--- src/rtl/fc_dma_reader_pkg.sv ---
// Shared fully-connected stage definitions: DMA reader state encoding,
// default widths, layer sizes and the parameter RAM map.
package fc_dma_reader_pkg;

   typedef enum logic [1:0] {
      IDLE  = 2'd0,
      FETCH = 2'd1,
      DRAIN = 2'd2,
      DONE  = 2'd3
   } fc_dma_state_t;

   localparam int FC_DATA_WIDTH = 16;
   localparam int FC_ADDR_WIDTH = 10;
   localparam int FC_LAYER_SZ   = 7;

   localparam int FC_LAYER1_SIZE = 120;
   localparam int FC_LAYER2_SIZE = 84;
   localparam int FC_LAYER3_SIZE = 10;

   // Biases for all three layers sit back to back at the bottom of the RAM
   localparam logic [FC_ADDR_WIDTH-1:0] FC_BIAS1_BASE  = 10'h000;
   localparam logic [FC_ADDR_WIDTH-1:0] FC_BIAS2_BASE  = 10'h078;
   localparam logic [FC_ADDR_WIDTH-1:0] FC_BIAS3_BASE  = 10'h0CC;
   localparam logic [FC_ADDR_WIDTH-1:0] FC_WEIGHT_BASE = 10'h0D6;

endpackage

--- src/rtl/fc_dma_reader_if.sv ---
// Request, parameter-RAM and output-stream signals of the FC DMA reader.
interface fc_dma_reader_if
   import fc_dma_reader_pkg::*;
#(
   parameter int MEM_ADDRESS_WIDTH = FC_ADDR_WIDTH,
   parameter int LAYER_SZ          = FC_LAYER_SZ,
   parameter int DATA_WIDTH        = FC_DATA_WIDTH
);

   logic                         DMA_read;
   logic [MEM_ADDRESS_WIDTH-1:0] DMA_address;
   logic [LAYER_SZ-1:0]          DMA_count;
   logic                         DMA_ready;
   logic                         busy;

   logic                         mem_rd_en;
   logic [MEM_ADDRESS_WIDTH-1:0] mem_addr;
   logic [DATA_WIDTH-1:0]        mem_rdata;

   logic [DATA_WIDTH-1:0]        out_data;
   logic                         out_valid;
   logic [LAYER_SZ-1:0]          out_index;

   // The controller and RAM together form the master side
   modport master (
      output DMA_read, DMA_address, DMA_count, mem_rdata,
      input  DMA_ready, busy, mem_rd_en, mem_addr, out_data, out_valid, out_index
   );

   modport slave (
      input  DMA_read, DMA_address, DMA_count, mem_rdata,
      output DMA_ready, busy, mem_rd_en, mem_addr, out_data, out_valid, out_index
   );

endinterface

--- src/rtl/fc_dma_reader.sv ---
// DMA read responder for the FC stage: fetches a batch of words from the
// parameter RAM and streams them onto the bus with their batch index.
module fc_dma_reader
   import fc_dma_reader_pkg::*;
#(
   parameter int MEM_ADDRESS_WIDTH = FC_ADDR_WIDTH,
   parameter int LAYER_SZ          = FC_LAYER_SZ,
   parameter int DATA_WIDTH        = FC_DATA_WIDTH
) (
   input  logic           clk,
   input  logic           rst,
   input  logic           clk_en,
   fc_dma_reader_if.slave bus
);

   fc_dma_state_t                state;
   logic [MEM_ADDRESS_WIDTH-1:0] base;
   logic [LAYER_SZ-1:0]          cnt;
   logic [LAYER_SZ-1:0]          k;
   logic                         rd_en_q;
   logic [MEM_ADDRESS_WIDTH-1:0] addr_q;
   logic                         valid_q;
   logic [LAYER_SZ-1:0]          index_q;
   logic                         ready_q;
   logic                         busy_q;
   logic [DATA_WIDTH-1:0]        data_hold;

   // valid/index trail the read strobe by one enabled cycle to line up with RAM data
   always_ff @(posedge clk or posedge rst) begin
      if (rst) begin
         state     <= IDLE;
         base      <= '0;
         cnt       <= '0;
         k         <= '0;
         rd_en_q   <= 1'b0;
         addr_q    <= '0;
         valid_q   <= 1'b0;
         index_q   <= '0;
         ready_q   <= 1'b0;
         busy_q    <= 1'b0;
         data_hold <= '0;
      end else if (clk_en) begin
         valid_q <= rd_en_q;
         if (rd_en_q) begin
            index_q <= k;
         end
         if (valid_q) begin
            data_hold <= bus.mem_rdata;
         end
         case (state)
            IDLE: begin
               ready_q <= 1'b0;
               if (bus.DMA_read) begin
                  base   <= bus.DMA_address;
                  cnt    <= bus.DMA_count;
                  k      <= '0;
                  busy_q <= 1'b1;
                  if (bus.DMA_count != '0) begin
                     state   <= FETCH;
                     rd_en_q <= 1'b1;
                     addr_q  <= bus.DMA_address;
                  end else begin
                     state   <= DONE;
                     ready_q <= 1'b1;
                  end
               end
            end
            FETCH: begin
               if (k == cnt - LAYER_SZ'(1)) begin
                  rd_en_q <= 1'b0;
                  state   <= DRAIN;
               end else begin
                  k      <= k + LAYER_SZ'(1);
                  addr_q <= base + MEM_ADDRESS_WIDTH'(k) + MEM_ADDRESS_WIDTH'(1);
               end
            end
            DRAIN: begin
               state   <= DONE;
               ready_q <= 1'b1;
            end
            DONE: begin
               state   <= IDLE;
               ready_q <= 1'b0;
               busy_q  <= 1'b0;
            end
            default: state <= IDLE;
         endcase
      end
   end

   // A stalled cycle must not clock the RAM, so the strobe is qualified here
   assign bus.mem_rd_en = rd_en_q & clk_en;
   assign bus.mem_addr  = addr_q;
   assign bus.out_valid = valid_q;
   assign bus.out_index = index_q;
   assign bus.out_data  = valid_q ? bus.mem_rdata : data_hold;
   assign bus.DMA_ready = ready_q;
   assign bus.busy      = busy_q;

endmodule

--- src/flat_wrapper.sv ---
// flat-port wrapper written by rule: the top's interface ports become plain ports
module fc_dma_reader_flat import fc_dma_reader_pkg::*;
#(
   parameter int MEM_ADDRESS_WIDTH = FC_ADDR_WIDTH,
   parameter int LAYER_SZ          = FC_LAYER_SZ,
   parameter int DATA_WIDTH        = FC_DATA_WIDTH
)
  (clk, rst, clk_en, bus_DMA_read, bus_DMA_address, bus_DMA_count, bus_mem_rdata, bus_DMA_ready, bus_busy, bus_mem_rd_en, bus_mem_addr, bus_out_data, bus_out_valid, bus_out_index);
  fc_dma_reader_if #(.MEM_ADDRESS_WIDTH(MEM_ADDRESS_WIDTH), .LAYER_SZ(LAYER_SZ), .DATA_WIDTH(DATA_WIDTH)) bus_i ();
  input  logic clk;
  input  logic rst;
  input  logic clk_en;
  input wire logic [$bits(bus_i.DMA_read)-1:0] bus_DMA_read;
  input wire logic [$bits(bus_i.DMA_address)-1:0] bus_DMA_address;
  input wire logic [$bits(bus_i.DMA_count)-1:0] bus_DMA_count;
  input wire logic [$bits(bus_i.mem_rdata)-1:0] bus_mem_rdata;
  output wire logic [$bits(bus_i.DMA_ready)-1:0] bus_DMA_ready;
  output wire logic [$bits(bus_i.busy)-1:0] bus_busy;
  output wire logic [$bits(bus_i.mem_rd_en)-1:0] bus_mem_rd_en;
  output wire logic [$bits(bus_i.mem_addr)-1:0] bus_mem_addr;
  output wire logic [$bits(bus_i.out_data)-1:0] bus_out_data;
  output wire logic [$bits(bus_i.out_valid)-1:0] bus_out_valid;
  output wire logic [$bits(bus_i.out_index)-1:0] bus_out_index;
  assign bus_i.DMA_read = bus_DMA_read;
  assign bus_i.DMA_address = bus_DMA_address;
  assign bus_i.DMA_count = bus_DMA_count;
  assign bus_i.mem_rdata = bus_mem_rdata;
  assign bus_DMA_ready = bus_i.DMA_ready;
  assign bus_busy = bus_i.busy;
  assign bus_mem_rd_en = bus_i.mem_rd_en;
  assign bus_mem_addr = bus_i.mem_addr;
  assign bus_out_data = bus_i.out_data;
  assign bus_out_valid = bus_i.out_valid;
  assign bus_out_index = bus_i.out_index;
  fc_dma_reader #(.MEM_ADDRESS_WIDTH(MEM_ADDRESS_WIDTH), .LAYER_SZ(LAYER_SZ), .DATA_WIDTH(DATA_WIDTH)) u_core (.clk(clk), .rst(rst), .clk_en(clk_en), .bus(bus_i));
endmodule
--- config.mk ---
export PLATFORM = sky130hd
export DESIGN_NAME = fc_dma_reader_flat
export DESIGN_NICKNAME = d
export VERILOG_FILES = /design/src/rtl/fc_dma_reader_pkg.sv /design/src/rtl/fc_dma_reader_if.sv /design/src/rtl/fc_dma_reader.sv /design/src/flat_wrapper.sv
export SDC_FILE = /design/constraint.sdc
export NUM_CORES = 1
export LEC_CHECK = 0
export BUFFER_PORTS_ARGS = -buffer_cell sky130_fd_sc_hd__buf_2
export CORE_ASPECT_RATIO = 1.5
export CORE_MARGIN = 2
export CORE_UTILIZATION = 25
export DETAILED_ROUTE_END_ITERATION = 16
export SETUP_SLACK_MARGIN = 0.4
export SLEW_MARGIN = 20
export SYNTH_ARGS = -nofsm -noshare
export SYNTH_HDL_FRONTEND = slang
export SYNTH_SLANG_ARGS = --single-unit
--- constraint.sdc ---
create_clock -name clk -period 7.2 [get_ports clk]
set_clock_uncertainty 0.2 [all_clocks]
set_input_delay 1.44 -clock clk [delete_from_list [all_inputs] [get_ports clk]]
set_output_delay 1.44 -clock clk [all_outputs]
set_load 0.03 [all_outputs]
## Word level (Yosys, flattened, before mapping)

Cells that the tools add are included.

| storage, ports and cells | value |
|---|---|
| memory bits (writable) | 0 |
| bits in latches | 0 |
| word-level logic and storage cells | 58 |
| bits in read-only memories | 0 |
| register bits after elaboration | 63 |
| bits of input ports | 37 |
| output and inout port bits | 37 |
| memories | 0 |

| cells by class | value |
|---|---|
| add/sub/neg operators | 4 |
| shift operators | 0 |
| multipliers | 0 |
| bitwise operators | 1 |
| $lt $le $gt $ge | 0 |
| reduce and logical (&&, ||, !) cells | 13 |
| equality and inequality tests | 8 |
| mux-type cells | 21 |
| div/mod/pow operators | 0 |

Operators by type and width:

| operator | count |
|---|---|
| $mux W10 | 3 |
| $pmux W10 S2 | 1 |
| $mux W16 | 1 |
| $mux W7 | 2 |
| $pmux W7 S2 | 1 |
| $add A10 B1 Y10 const B | 1 |
| $add A10 B7 Y10 | 1 |
| $reduce_and A5 Y1 | 2 |
| $reduce_and A3 Y1 | 3 |
| $pmux W2 S4 | 1 |
| $add A7 B1 Y7 const B | 1 |
| $eq A7 B7 Y1 | 1 |
| $reduce_bool A7 Y1 | 1 |
| $sub A7 B1 Y7 const B | 1 |
| $mux W1 | 6 |
| $mux W2 | 3 |
| $eq A2 B2 Y1 const B | 2 |
| $ne A2 B1 Y1 const B | 2 |
| $ne A2 B2 Y1 const B | 2 |
| $pmux W1 S2 | 2 |
| $reduce_and A2 Y1 | 2 |
| $reduce_and A4 Y1 | 1 |
| $reduce_bool A2 Y1 | 2 |
| $pmux W1 S3 | 1 |
| 4 further kinds | 4 |

## Logic depth before layout (Yosys ltp)

Gate-level depths: netlist (run 1).

| depth | value |
|---|---|
| word-level depth | 4 |
| gate-level depth with buffers | 10 |
| gate-level depth less buffers | 10 |

## Least setup slack after synthesis (run 1)

Ideal clock, no wire load.

| timing | value |
|---|---|
| path kind | input port to output port |
| start | input port clk_en |
| end | output port bus_mem_rd_en |
| required time | 5560 ps |
| slack | 3452 ps |
| arrival | 2108 ps |
| path buffers | 1 |
| stages on the path | 3 |
| path through | clkbuf_1 nand2_1 inv_1 |

| on the way | value |
|---|---|
| longest elaborated chain between the ends | 1 |

RTL lines:

| element | RTL line | RTL |
|---|---|---|
| start, declared | flat_wrapper.sv:12 | `input logic clk_en;` |
| $and A1 B1 Y1 | fc_dma_reader.sv:92 | `assign bus.mem_rd_en = rd_en_q & clk_en;` |
| end, declared | flat_wrapper.sv:19 | `output wire logic [$bits(bus_i.mem_rd_en)-1:0] bus_mem_rd_en;` |

No other way between the ends.

## Worst setup path in the final report (run 1)

Ends and elaborated chain as after synthesis.

==> results of run 1 <==
[report_power, final]
part / internal [µW] / total [µW] / leakage [µW] / switching [µW]
sequential: 490 / 603 / 0.000768 / 113
clock: 264 / 421 / 0.000133 / 157
combinational: 354 / 823 / 0.00107 / 468
total: 1110 / 1850 / 0.00197 / 738
[state kept, by name, indices dropped and copies added (netlist names)]
register and count:
u_core.data_hold 16, u_core.bus.mem_addr 10, u_core.bus.out_valid 1, u_core.cnt 7, u_core.bus.busy 1, u_core.rd_en_q 1
u_core.state 2, u_core.k 7, u_core.bus.DMA_ready 1, u_core.base 10, u_core.bus.out_index 7
[placed cells by master (no fill, tap or decap), types with 11 or more instances in the layout]
cell type | netlist | layout
dfrtp_1 | 63 | 63
xnor2_1 | 11 | 11
buf_2 | 1 | 73
mux2_2 | 68 | 68
inv_1 | 14 | 13
o21ai_0 | 11 | 11
ha_1 | 13 | 13
nand2_1 | 18 | 18
nor2_1 | 12 | 12
[kinds of logic after synthesis]
kind of cell	count (synthesis)
muxes	71
buffers and inverters	24
DFF	63
adders and majority gates	14
xor gates and xnor gates	15
and+or+nand+nor	61
AOI/OAI and AO/OA	51
[worst min path at each step]
stage | startpoint | endpoint | slack, ns | depth (start not counted)
finish | u_core.bus.out_index[0] | u_core.bus.out_index[0] | 0.28 | 2
global route | u_core.data_hold[9] | u_core.data_hold[9] | 0.32 | 1
CTS | u_core.bus.out_index[0] | u_core.bus.out_index[0] | 0.29 | 2
detailed placement | u_core.bus.out_index[0] | u_core.bus.out_index[0] | 0.28 | 2
global placement | u_core.bus.out_index[0] | u_core.bus.out_index[0] | 0.28 | 2
floorplan | u_core.rd_en_q | u_core.rd_en_q | 0.27 | 2
[worst max-delay path, cell delays in order]
cell and delay [ns]:
buf_2 0.43, nand2_1 0.38, inv_1 0.12, buf_2 0.20
[per-layer routing]
metal  GRT usage  vias to the layer above
li1            -                     1230
met1       0.128                     1243
met2       0.197                       50
met3      0.0362                       10
met4      0.0377                        0
met5           0                        -
[area by class of cell]
cell class	instances	area (µm²)	share of cell area
Multi-Input combinational cell	212	1800	0.419
Timing Repair Buffer	74	373	0.0868
Clock inverter	6	62.6	0.0146
Sequential cell	63	1580	0.367
Tap cell	162	203	0.0472
Clock buffer	9	225	0.0524
Inverter	15	56.3	0.0131
[stage by stage]
stage          cell area [µm²]   util  std cells  hold slack (ns)
4_1_cts                   4300  0.317        541            0.289
3_3_place_gp              4010  0.296        526            0.284
2_1_floorplan             3470      -        299            0.270
6_report                  4300  0.317        541            0.280
3_5_place_dp              4010  0.296        526            0.276
5_1_grt                   4300  0.317        541            0.315
==> run_summary.xml, run 1 <==
<?xml version="1.0" encoding="UTF-8"?>
<metrics>
  <group name="clock_network">
    <metric name="worstSkewPairLatency" unit="ns">0.33</metric>
    <metric name="post_cts.repair.setup_buffers" unit="">0</metric>
    <metric name="ctsRootBufferMaster" unit="">clkbuf_16</metric>
    <metric name="cts-buffers-inserted" unit="">9</metric>
    <metric name="post_cts_resize_count" unit="">0</metric>
    <metric name="holdBufCountCts" unit="">0</metric>
    <metric name="cts-htree-levels" unit="">3</metric>
    <metric name="clk_path_buf_depth" unit="">2</metric>
    <metric name="clock_sink_count" unit="">63</metric>
    <metric name="clock_tree_from_tritoncts" unit="">yes</metric>
    <metric name="clk_pin_slew_worst_paths" unit="ns">0.05</metric>
  </group>
  <group name="timing">
    <metric name="max_freq" unit="MHz">237</metric>
    <metric name="rsz0062_at_grt" unit="">false</metric>
    <metric name="transition_time_at_the_pin_with_the_least_slew_margin" unit="ns">0.955</metric>
    <metric name="max-slew-margin-rel" unit="">0.362</metric>
    <metric name="post-route-min-period" unit="ns">4.22</metric>
    <metric name="postLayoutSetupSlackWorst" unit="ns">2.98</metric>
    <metric name="fin_crit_sh" unit="">0.586</metric>
    <metric name="setup-tns-final" unit="ns">0</metric>
    <metric name="report.final.setup_viol" unit="">0</metric>
    <metric name="final-max-slew-violation-count" unit="">0</metric>
    <metric name="hold_violations" unit="">0</metric>
  </group>
  <group name="yosys">
    <metric name="async_set_or_reset_flop_fraction_in_the_synthesized_netlist" unit="">1.00</metric>
    <metric name="synthesis.instances" unit="">299</metric>
    <metric name="muxShareOfSynthArea" unit="">0.230</metric>
    <metric name="synth_top_flop_cell" unit="">dfrtp_1</metric>
    <metric name="synth-seq-cells" unit="">63</metric>
    <metric name="post-synth-top-area-cell" unit="">dfrtp_1</metric>
    <metric name="yosys.cell_types.count" unit="">48</metric>
    <metric name="synth_adder_area_share" unit="">0.0527</metric>
    <metric name="post_synth_and_or_nand_nor_area_fraction" unit="">0.0909</metric>
    <metric name="synth.top_cell.area_share" unit="">0.455</metric>
    <metric name="postSynthAreaPerCell" unit="µm²">11.6</metric>
    <metric name="synth_compound_area_frac" unit="">0.108</metric>
    <metric name="synthesis.yosys.warnings" unit="">0</metric>
    <metric name="synth-xor-area-share" unit="">0.0379</metric>
    <metric name="yosys.cell_count.top_type" unit="">mux2_2</metric>
    <metric name="syn_nets" unit="">350</metric>
    <metric name="post_synth_instance_area" unit="mm²">0.00347</metric>
    <metric name="largest_cells_by_area_after_synthesis" unit="">dfrtp_1 45%, mux2_2 22%, ha_1 4.7%</metric>
    <metric name="main_combinational_cell_family_by_area_after_synthesis" unit="">multiplexers</metric>
    <metric name="yosysSeqAreaShare" unit="">0.455</metric>
    <metric name="synthTopCellsByCount" unit="">68 x mux2_2, 63 x dfrtp_1, 18 x nand2_1</metric>
    <metric name="synth-edff-count" unit="">0</metric>
  </group>
  <group name="pwr">
    <metric name="cellPowerDensity" unit="mW/mm²">430</metric>
    <metric name="total_power" unit="µW">1850</metric>
    <metric name="p_leak" unit="µW">0.00197</metric>
    <metric name="ir_worst_vdd" unit="mV">0.202</metric>
  </group>
  <group name="routing">
    <metric name="top_signal_layer_used" unit="">met4</metric>
    <metric name="drtAntennaViolNets" unit="">0</metric>
    <metric name="drc" unit="">0</metric>
    <metric name="post_drt_wl_per_cell" unit="µm">14.5</metric>
    <metric name="routed_wl" unit="µm">7870</metric>
    <metric name="vias_per_cell" unit="">4.68</metric>
    <metric name="wl_met3" unit="µm">322</metric>
    <metric name="initialDrtViolationCount" unit="">115</metric>
    <metric name="drt_pre_antenna_iters" unit="">4</metric>
    <metric name="total_via_count_after_detailed_routing" unit="">2533</metric>
    <metric name="detail_route.wirelength.met1" unit="µm">3370</metric>
    <metric name="met2_wirelength" unit="µm">4080</metric>
  </group>
  <group name="grt">
    <metric name="first_global_vias" unit="">2617</metric>
    <metric name="grt.total_usage" unit="">0.112</metric>
    <metric name="grt_pass1_wl" unit="µm">13000</metric>
    <metric name="grt_remaining_overflow" unit="">0</metric>
    <metric name="antenna_found_initial" unit="">0</metric>
    <metric name="grt_max_degree" unit="">64</metric>
  </group>
  <group name="placement">
    <metric name="dp_slack" unit="ns">2.93</metric>
    <metric name="io_buffers" unit="">73</metric>
    <metric name="hpwl" unit="µm">5740</metric>
    <metric name="final_weighted_congestion_in_routability_driven_placement" unit="">0.810</metric>
  </group>
  <group name="critical_path">
    <metric name="required_time_of_the_critical_path" unit="ns">5.56</metric>
    <metric name="timing.critical_path.fanout_max" unit="">26</metric>
    <metric name="crit_start" unit="">clk_en</metric>
    <metric name="setup.worst_path.start_class" unit="">input port</metric>
    <metric name="critical_path.reg2reg.startpoint" unit="">u_core.state[1]</metric>
    <metric name="critPathArrivalTime" unit="ns">2.58</metric>
    <metric name="crit_path_end_kind" unit="">output port</metric>
    <metric name="cp-endpoint" unit="">bus_mem_rd_en</metric>
    <metric name="crit_type" unit="">in -&gt; out</metric>
    <metric name="worstReg2RegEnd" unit="">u_core.bus.mem_addr[6]</metric>
    <metric name="ff2ff_setup_slack" unit="ns">3.84</metric>
    <metric name="r2r.worst_path.cells" unit="">8</metric>
  </group>
  <group name="floorplan">
    <metric name="boundaryPins" unit="">74</metric>
    <metric name="die_height" unit="µm">148</metric>
    <metric name="die_area" unit="mm²">0.0148</metric>
    <metric name="design.core.area" unit="mm²">0.0135</metric>
    <metric name="floorplan.initialDensity" unit="">0.256</metric>
    <metric name="die_width" unit="µm">100</metric>
    <metric name="placementRows" unit="">52</metric>
  </group>
  <group name="finish">
    <metric name="nets" unit="">426</metric>
    <metric name="antenna_cells_inserted" unit="">0</metric>
    <metric name="filler_cell_count" unit="">1403</metric>
    <metric name="drive_gt1_frac" unit="">0.438</metric>
    <metric name="syn2layout_area_growth" unit="%">23.9</metric>
  </group>
  <group name="status">
    <metric name="run_status" unit="">completed</metric>
  </group>
  <group name="job">
    <metric name="timing.max_cap.violations" unit="">0</metric>
  </group>
  <group name="hold_path">
    <metric name="worstHoldPathType" unit="">reg -&gt; reg</metric>
  </group>
</metrics>
Note: power is estimated with default switching activity, not from simulation.
==> inputs of run 2 (changes only) <==
- clock period: 7.2 -> 4 ns (I/O delays scaled with it)
==> run_summary.xml, run 2 (synthesis gave the netlist of run 1 again) <==
<?xml version="1.0" encoding="UTF-8"?>
<metrics>
  <group name="pwr">
    <metric name="p_leak" unit="µW">0.00199</metric>
    <metric name="cellPowerDensity" unit="mW/mm²">774</metric>
    <metric name="ir_worst_vdd" unit="mV">0.393</metric>
  </group>
  <group name="finish">
    <metric name="layout.cells.most_common_list" unit="">73 x buf_2, 68 x mux2_2, 63 x dfrtp_1</metric>
    <metric name="stdcell_area" unit="mm²">0.00433</metric>
    <metric name="multi_input_area" unit="mm²">0.00180</metric>
    <metric name="antenna_cells_inserted" unit="">0</metric>
    <metric name="registers.top_by_ff_count" unit="">u_core.data_hold</metric>
    <metric name="syn2layout_area_growth" unit="%">24.8</metric>
    <metric name="nets" unit="">429</metric>
    <metric name="layout.area.seq" unit="mm²">0.00158</metric>
    <metric name="drive_gt1_frac" unit="">0.442</metric>
    <metric name="filler_cell_count" unit="">1380</metric>
    <metric name="largest_reg_flops" unit="">16</metric>
    <metric name="final_common_cell" unit="">buf_2</metric>
  </group>
  <group name="clock_network">
    <metric name="clk_path_buf_depth" unit="">2</metric>
    <metric name="clock_tree_from_tritoncts" unit="">yes</metric>
    <metric name="clock_sink_count" unit="">63</metric>
    <metric name="ctsRootBufferMaster" unit="">clkbuf_16</metric>
    <metric name="clk_pin_slew_worst_paths" unit="ns">0.05</metric>
    <metric name="post_cts.repair.setup_buffers" unit="">0</metric>
    <metric name="cts-buffers-inserted" unit="">9</metric>
    <metric name="holdBufCountCts" unit="">0</metric>
    <metric name="worstSkewPairLatency" unit="ns">0.33</metric>
    <metric name="cts-htree-levels" unit="">3</metric>
    <metric name="post_cts_resize_count" unit="">0</metric>
  </group>
  <group name="placement">
    <metric name="final_weighted_congestion_in_routability_driven_placement" unit="">0.814</metric>
    <metric name="io_buffers" unit="">73</metric>
    <metric name="place_area" unit="mm²">0.00403</metric>
    <metric name="hpwl" unit="µm">5950</metric>
  </group>
  <group name="status">
    <metric name="run_status" unit="">completed</metric>
  </group>
  <group name="critical_path">
    <metric name="critical_path.cell_chain" unit="">buf_2, nand2_1, inv_1, buf_2</metric>
    <metric name="critical_path_slowest_stage_cell" unit="">buf_2</metric>
    <metric name="path_buf_inv" unit="">3</metric>
    <metric name="required_time_of_the_critical_path" unit="ns">3.00</metric>
    <metric name="crit_top_cell" unit="">buf_2</metric>
    <metric name="timing.critical_path.fanout_max" unit="">26</metric>
    <metric name="critPathArrivalTime" unit="ns">1.92</metric>
    <metric name="crit_path_end_kind" unit="">output port</metric>
    <metric name="setup.worst_path.start_class" unit="">input port</metric>
    <metric name="crit_type" unit="">in -&gt; out</metric>
    <metric name="worst_path_dominant_cell_family" unit="">buffers and inverters</metric>
    <metric name="worst_path_largest_cell_delay" unit="ns">0.41</metric>
  </group>
  <group name="floorplan">
    <metric name="die_height" unit="µm">148</metric>
    <metric name="die_width" unit="µm">100</metric>
    <metric name="die_area" unit="mm²">0.0148</metric>
    <metric name="design.core.area" unit="mm²">0.0135</metric>
    <metric name="boundaryPins" unit="">74</metric>
    <metric name="floorplan.initialDensity" unit="">0.256</metric>
    <metric name="placementRows" unit="">52</metric>
  </group>
  <group name="grt">
    <metric name="first_global_vias" unit="">2654</metric>
    <metric name="grt_pass1_wl" unit="µm">13100</metric>
    <metric name="grt.total_usage" unit="">0.114</metric>
    <metric name="grt_remaining_overflow" unit="">0</metric>
    <metric name="antenna_found_initial" unit="">0</metric>
    <metric name="grt_max_degree" unit="">28</metric>
  </group>
  <group name="timing">
    <metric name="final-max-slew-violation-count" unit="">0</metric>
    <metric name="timing.hold.ws" unit="ns">0.302</metric>
    <metric name="max_freq" unit="MHz">342</metric>
    <metric name="fin_crit_sh" unit="">0.731</metric>
    <metric name="post-route-min-period" unit="ns">2.92</metric>
    <metric name="rsz0062_at_grt" unit="">false</metric>
    <metric name="setup-tns-final" unit="ns">0</metric>
    <metric name="transition_time_at_the_pin_with_the_least_slew_margin" unit="ns">0.739</metric>
    <metric name="max-slew-margin-rel" unit="">0.507</metric>
    <metric name="report.final.setup_viol" unit="">0</metric>
    <metric name="hold_violations" unit="">0</metric>
  </group>
  <group name="routing">
    <metric name="detail_route.wirelength.met1" unit="µm">3310</metric>
    <metric name="drc" unit="">0</metric>
    <metric name="vias_per_cell" unit="">4.68</metric>
    <metric name="wl_met3" unit="µm">387</metric>
    <metric name="post_drt_wl_per_cell" unit="µm">14.5</metric>
    <metric name="top_signal_layer_used" unit="">met4</metric>
    <metric name="met2_wirelength" unit="µm">4110</metric>
    <metric name="routed_wl" unit="µm">7910</metric>
    <metric name="drt_pre_antenna_iters" unit="">4</metric>
    <metric name="drtAntennaViolNets" unit="">0</metric>
    <metric name="total_via_count_after_detailed_routing" unit="">2544</metric>
    <metric name="initialDrtViolationCount" unit="">93</metric>
  </group>
  <group name="job">
    <metric name="timing.max_cap.violations" unit="">0</metric>
  </group>
  <group name="hold_path">
    <metric name="worstHoldPathType" unit="">reg -&gt; reg</metric>
  </group>
</metrics>
run 2: cell types whose count changed in the layout (fill, tap and decap cells not counted), sizes merged:
| cell | delta |
|---|---|
| buf | +3 |
| clkbuf | +1 |
| clkinvlp | -1 |
run 2: layout make-up:
| cell class | count | share of cell area |
|---|---|---|
| timing repair buffer | 77 | 0.0914 |
| clock inverter | 5 | 0.0136 |
| tap | 162 | 0.0468 |
| multi-input combinational | 212 | 0.416 |
| clock buffer | 10 | 0.0552 |
| inverter | 15 | 0.0130 |
| sequential | 63 | 0.364 |
run 2: metrics by stage:
| stage | instances | power (µW) | setup slack [ns] | utilization |
|---|---|---|---|---|
| after floorplan | 299 | 2220 | 1.38 | - |
| after global placement | 529 | 2560 | 1.07 | 0.298 |
| after detailed placement | 529 | 2600 | 1.02 | 0.298 |
| after CTS | 544 | 3410 | 1.03 | 0.320 |
| after global routing | 544 | 3610 | 0.917 | 0.320 |
| final | 544 | 3350 | 1.08 | 0.320 |
run 2: final timing paths:
check	cells past startpoint	slack [ns]	endpoint	from
min in group asynchronous	2	0.34	u_core.bus.out_index[5]	rst
max reg2reg	7	1.13	u_core.bus.mem_addr[0]	u_core.cnt[0]
max	4	1.08	bus_mem_rd_en	clk_en
min reg2reg	1	0.30	u_core.data_hold[1]	u_core.data_hold[1]
max in group asynchronous	3	2.53	u_core.state[1]	rst
min	1	0.30	u_core.data_hold[1]	u_core.data_hold[1]
run 2: power by group:
part           switching, µW  internal (µW)  leakage [µW]  total [µW]
clock network            285            495      0.000141         780
logic                    840            642       0.00108        1480
registers                206            883      0.000768        1090
run 2: per-layer routing:
metal  global-route usage  up-vias
li1                     -     1241
met1                0.132     1233
met2                0.199       61
met3               0.0352        9
met4               0.0370        0
met5                    0        -
==> inputs of run 3 (changes only) <==
- clock period: 4 -> 3 ns (I/O delays scaled with it)
==> run_summary.xml, run 3 (synthesis gave the netlist of run 1 again) <==
<?xml version="1.0" encoding="UTF-8"?>
<metrics>
  <group name="status">
    <metric name="run_status" unit="">completed</metric>
  </group>
  <group name="grt">
    <metric name="first_global_vias" unit="">2682</metric>
    <metric name="grt_remaining_overflow" unit="">0</metric>
    <metric name="antenna_found_initial" unit="">0</metric>
    <metric name="grt_max_degree" unit="">34</metric>
    <metric name="grt.total_usage" unit="">0.115</metric>
    <metric name="grt_pass1_wl" unit="µm">13200</metric>
  </group>
  <group name="routing">
    <metric name="drtAntennaViolNets" unit="">0</metric>
    <metric name="post_drt_wl_per_cell" unit="µm">15.0</metric>
    <metric name="drt_pre_antenna_iters" unit="">4</metric>
    <metric name="total_via_count_after_detailed_routing" unit="">2652</metric>
    <metric name="routed_wl" unit="µm">8270</metric>
    <metric name="initialDrtViolationCount" unit="">68</metric>
    <metric name="drc" unit="">0</metric>
    <metric name="vias_per_cell" unit="">4.80</metric>
  </group>
  <group name="critical_path">
    <metric name="setup.worst_path.start_class" unit="">flop</metric>
    <metric name="crit_type" unit="">reg -&gt; reg</metric>
    <metric name="critical_path.reg2reg.startpoint" unit="">u_core.k[0]</metric>
    <metric name="required_time_of_the_critical_path" unit="ns">3.02</metric>
    <metric name="critPathArrivalTime" unit="ns">2.54</metric>
    <metric name="ff2ff_setup_slack" unit="ns">0.48</metric>
    <metric name="worstReg2RegEnd" unit="">u_core.bus.mem_addr[4]</metric>
    <metric name="crit_start" unit="">u_core.k[0]</metric>
    <metric name="crit_path_end_kind" unit="">flop</metric>
    <metric name="timing.critical_path.fanout_max" unit="">4</metric>
    <metric name="cp-endpoint" unit="">u_core.bus.mem_addr[4]</metric>
    <metric name="r2r.worst_path.cells" unit="">9</metric>
  </group>
  <group name="floorplan">
    <metric name="design.core.area" unit="mm²">0.0135</metric>
    <metric name="die_area" unit="mm²">0.0148</metric>
    <metric name="die_height" unit="µm">148</metric>
    <metric name="die_width" unit="µm">100</metric>
    <metric name="placementRows" unit="">52</metric>
    <metric name="boundaryPins" unit="">74</metric>
    <metric name="floorplan.initialDensity" unit="">0.256</metric>
  </group>
  <group name="placement">
    <metric name="dp_slack" unit="ns">0.189</metric>
    <metric name="place_inst" unit="">532</metric>
    <metric name="place_area" unit="mm²">0.00407</metric>
    <metric name="io_buffers" unit="">73</metric>
    <metric name="hpwl" unit="µm">6070</metric>
    <metric name="final_weighted_congestion_in_routability_driven_placement" unit="">0.847</metric>
  </group>
  <group name="finish">
    <metric name="layout.cells.most_common_list" unit="">73 x buf_2, 68 x mux2_2, 60 x dfrtp_1</metric>
    <metric name="syn2layout_area_growth" unit="%">27.6</metric>
    <metric name="nets" unit="">437</metric>
    <metric name="multi_input_area" unit="mm²">0.00183</metric>
    <metric name="largest_reg_flops" unit="">16</metric>
    <metric name="registers.top_by_ff_count" unit="">u_core.data_hold</metric>
    <metric name="layoutNonFillerInstCount" unit="">553</metric>
    <metric name="stdcell_area" unit="mm²">0.00442</metric>
    <metric name="antenna_cells_inserted" unit="">0</metric>
    <metric name="filler_cell_count" unit="">1379</metric>
    <metric name="drive_gt1_frac" unit="">0.468</metric>
    <metric name="layout.area.seq" unit="mm²">0.00158</metric>
    <metric name="final_common_cell" unit="">buf_2</metric>
  </group>
  <group name="clock_network">
    <metric name="clock_sink_count" unit="">63</metric>
    <metric name="holdBufCountCts" unit="">0</metric>
    <metric name="ctsRootBufferMaster" unit="">clkbuf_16</metric>
    <metric name="clk_pin_slew_worst_paths" unit="ns">0.06</metric>
    <metric name="cts-htree-levels" unit="">3</metric>
    <metric name="clock_tree_from_tritoncts" unit="">yes</metric>
    <metric name="clk_path_buf_depth" unit="">2</metric>
    <metric name="cts-buffers-inserted" unit="">9</metric>
    <metric name="worstSkewPairLatency" unit="ns">0.33</metric>
  </group>
  <group name="pwr">
    <metric name="pwr-share-seq" unit="">0.320</metric>
    <metric name="ir_worst_vdd" unit="mV">0.495</metric>
    <metric name="share_comb_of_total_power" unit="">0.466</metric>
    <metric name="internal-power" unit="µW">2730</metric>
    <metric name="cellPowerDensity" unit="mW/mm²">1020</metric>
    <metric name="p_leak" unit="µW">0.00204</metric>
    <metric name="net_switching_power" unit="µW">1800</metric>
    <metric name="clockPowerShare" unit="">0.213</metric>
    <metric name="switching_share" unit="">0.398</metric>
  </group>
  <group name="timing">
    <metric name="post-route-min-period" unit="ns">2.52</metric>
    <metric name="fin_crit_sh" unit="">0.840</metric>
    <metric name="timing.hold.ws" unit="ns">0.169</metric>
    <metric name="max_freq" unit="MHz">397</metric>
    <metric name="setup-tns-final" unit="ns">0</metric>
    <metric name="max-slew-margin-rel" unit="">0.541</metric>
    <metric name="final-max-slew-violation-count" unit="">0</metric>
    <metric name="report.final.setup_viol" unit="">0</metric>
    <metric name="postLayoutSetupSlackWorst" unit="ns">0.479</metric>
    <metric name="transition_time_at_the_pin_with_the_least_slew_margin" unit="ns">0.688</metric>
    <metric name="rsz0062_at_grt" unit="">false</metric>
    <metric name="hold_violations" unit="">0</metric>
  </group>
  <group name="job">
    <metric name="timing.max_cap.violations" unit="">0</metric>
  </group>
  <group name="hold_path">
    <metric name="worstHoldPathType" unit="">in -&gt; async</metric>
  </group>
</metrics>
## run 3: power groups by stage
stage | Sequential (µW) | Clock [µW] | Combinational (µW)
after detailed placement | 1460 | 0 | 2020
after CTS | 1450 | 1000 | 2090
final | 1450 | 968 | 2110
after global routing | 1510 | 1040 | 2300
after global placement | 1450 | 0 | 1980
after floorplan | 1580 | 0 | 1380
## run 3: worst max-delay path, stage by stage (launching register included)
cell	delay, ns
dfrtp_2	0.43
inv_1	0.08
ha_1	0.17
inv_1	0.05
fa_1	0.40
a21o_1	0.18
a21o_1	0.22
xor2_1	0.16
mux2_2	0.26
mux2_2	0.25
## run 3: cell type report
| cell class | instances | share of cell area |
|---|---|---|
| timing repair buffer | 85 | 0.109 |
| multi-input combinational | 212 | 0.413 |
| clock buffer | 13 | 0.0588 |
| inverter | 15 | 0.0127 |
| sequential | 63 | 0.357 |
| tap | 162 | 0.0458 |
| clock inverter | 3 | 0.00396 |
## run 3: how the worst min path moves through the flow
stage | startpoint | end | slack [ns] | depth (start not counted)
after floorplan | u_core.rd_en_q | u_core.rd_en_q | 0.27 | 2
after CTS | rst | u_core.bus.out_index[2] | 0.20 | 2
after global routing | rst | u_core.bus.out_index[2] | 0.23 | 2
final | rst | u_core.bus.out_index[2] | 0.17 | 2
after detailed placement | u_core.bus.out_index[0] | u_core.bus.out_index[0] | 0.27 | 2
after global placement | u_core.bus.out_index[0] | u_core.bus.out_index[0] | 0.27 | 2
## run 3: per-stage QoR
step           total power [µW]  utilization
3_3_place_gp               3440        0.300
4_1_cts                    4550        0.324
5_1_grt                    4850        0.327
6_report                   4530        0.327
2_1_floorplan              2960            -
3_5_place_dp               3490        0.300
## run 3: repair_timing
item | in CTS | in global routing
resized for setup | 2 | 7
endpoints found under the hold margin | 0 | 0
setup buffers | 3 | 2
setup endpoints to repair | 10 | 26
pin swaps | 3 | 1
gates cloned | 0 | 0
## run 3: per-layer routing
metal	vias to the layer above	track usage	part of all wire
met4	0	0.0548	0.031
met3	18	0.0315	0.043
li1	1256	-	-
met2	66	0.198	0.52
met1	1312	0.129	0.40
met5	-	0	0
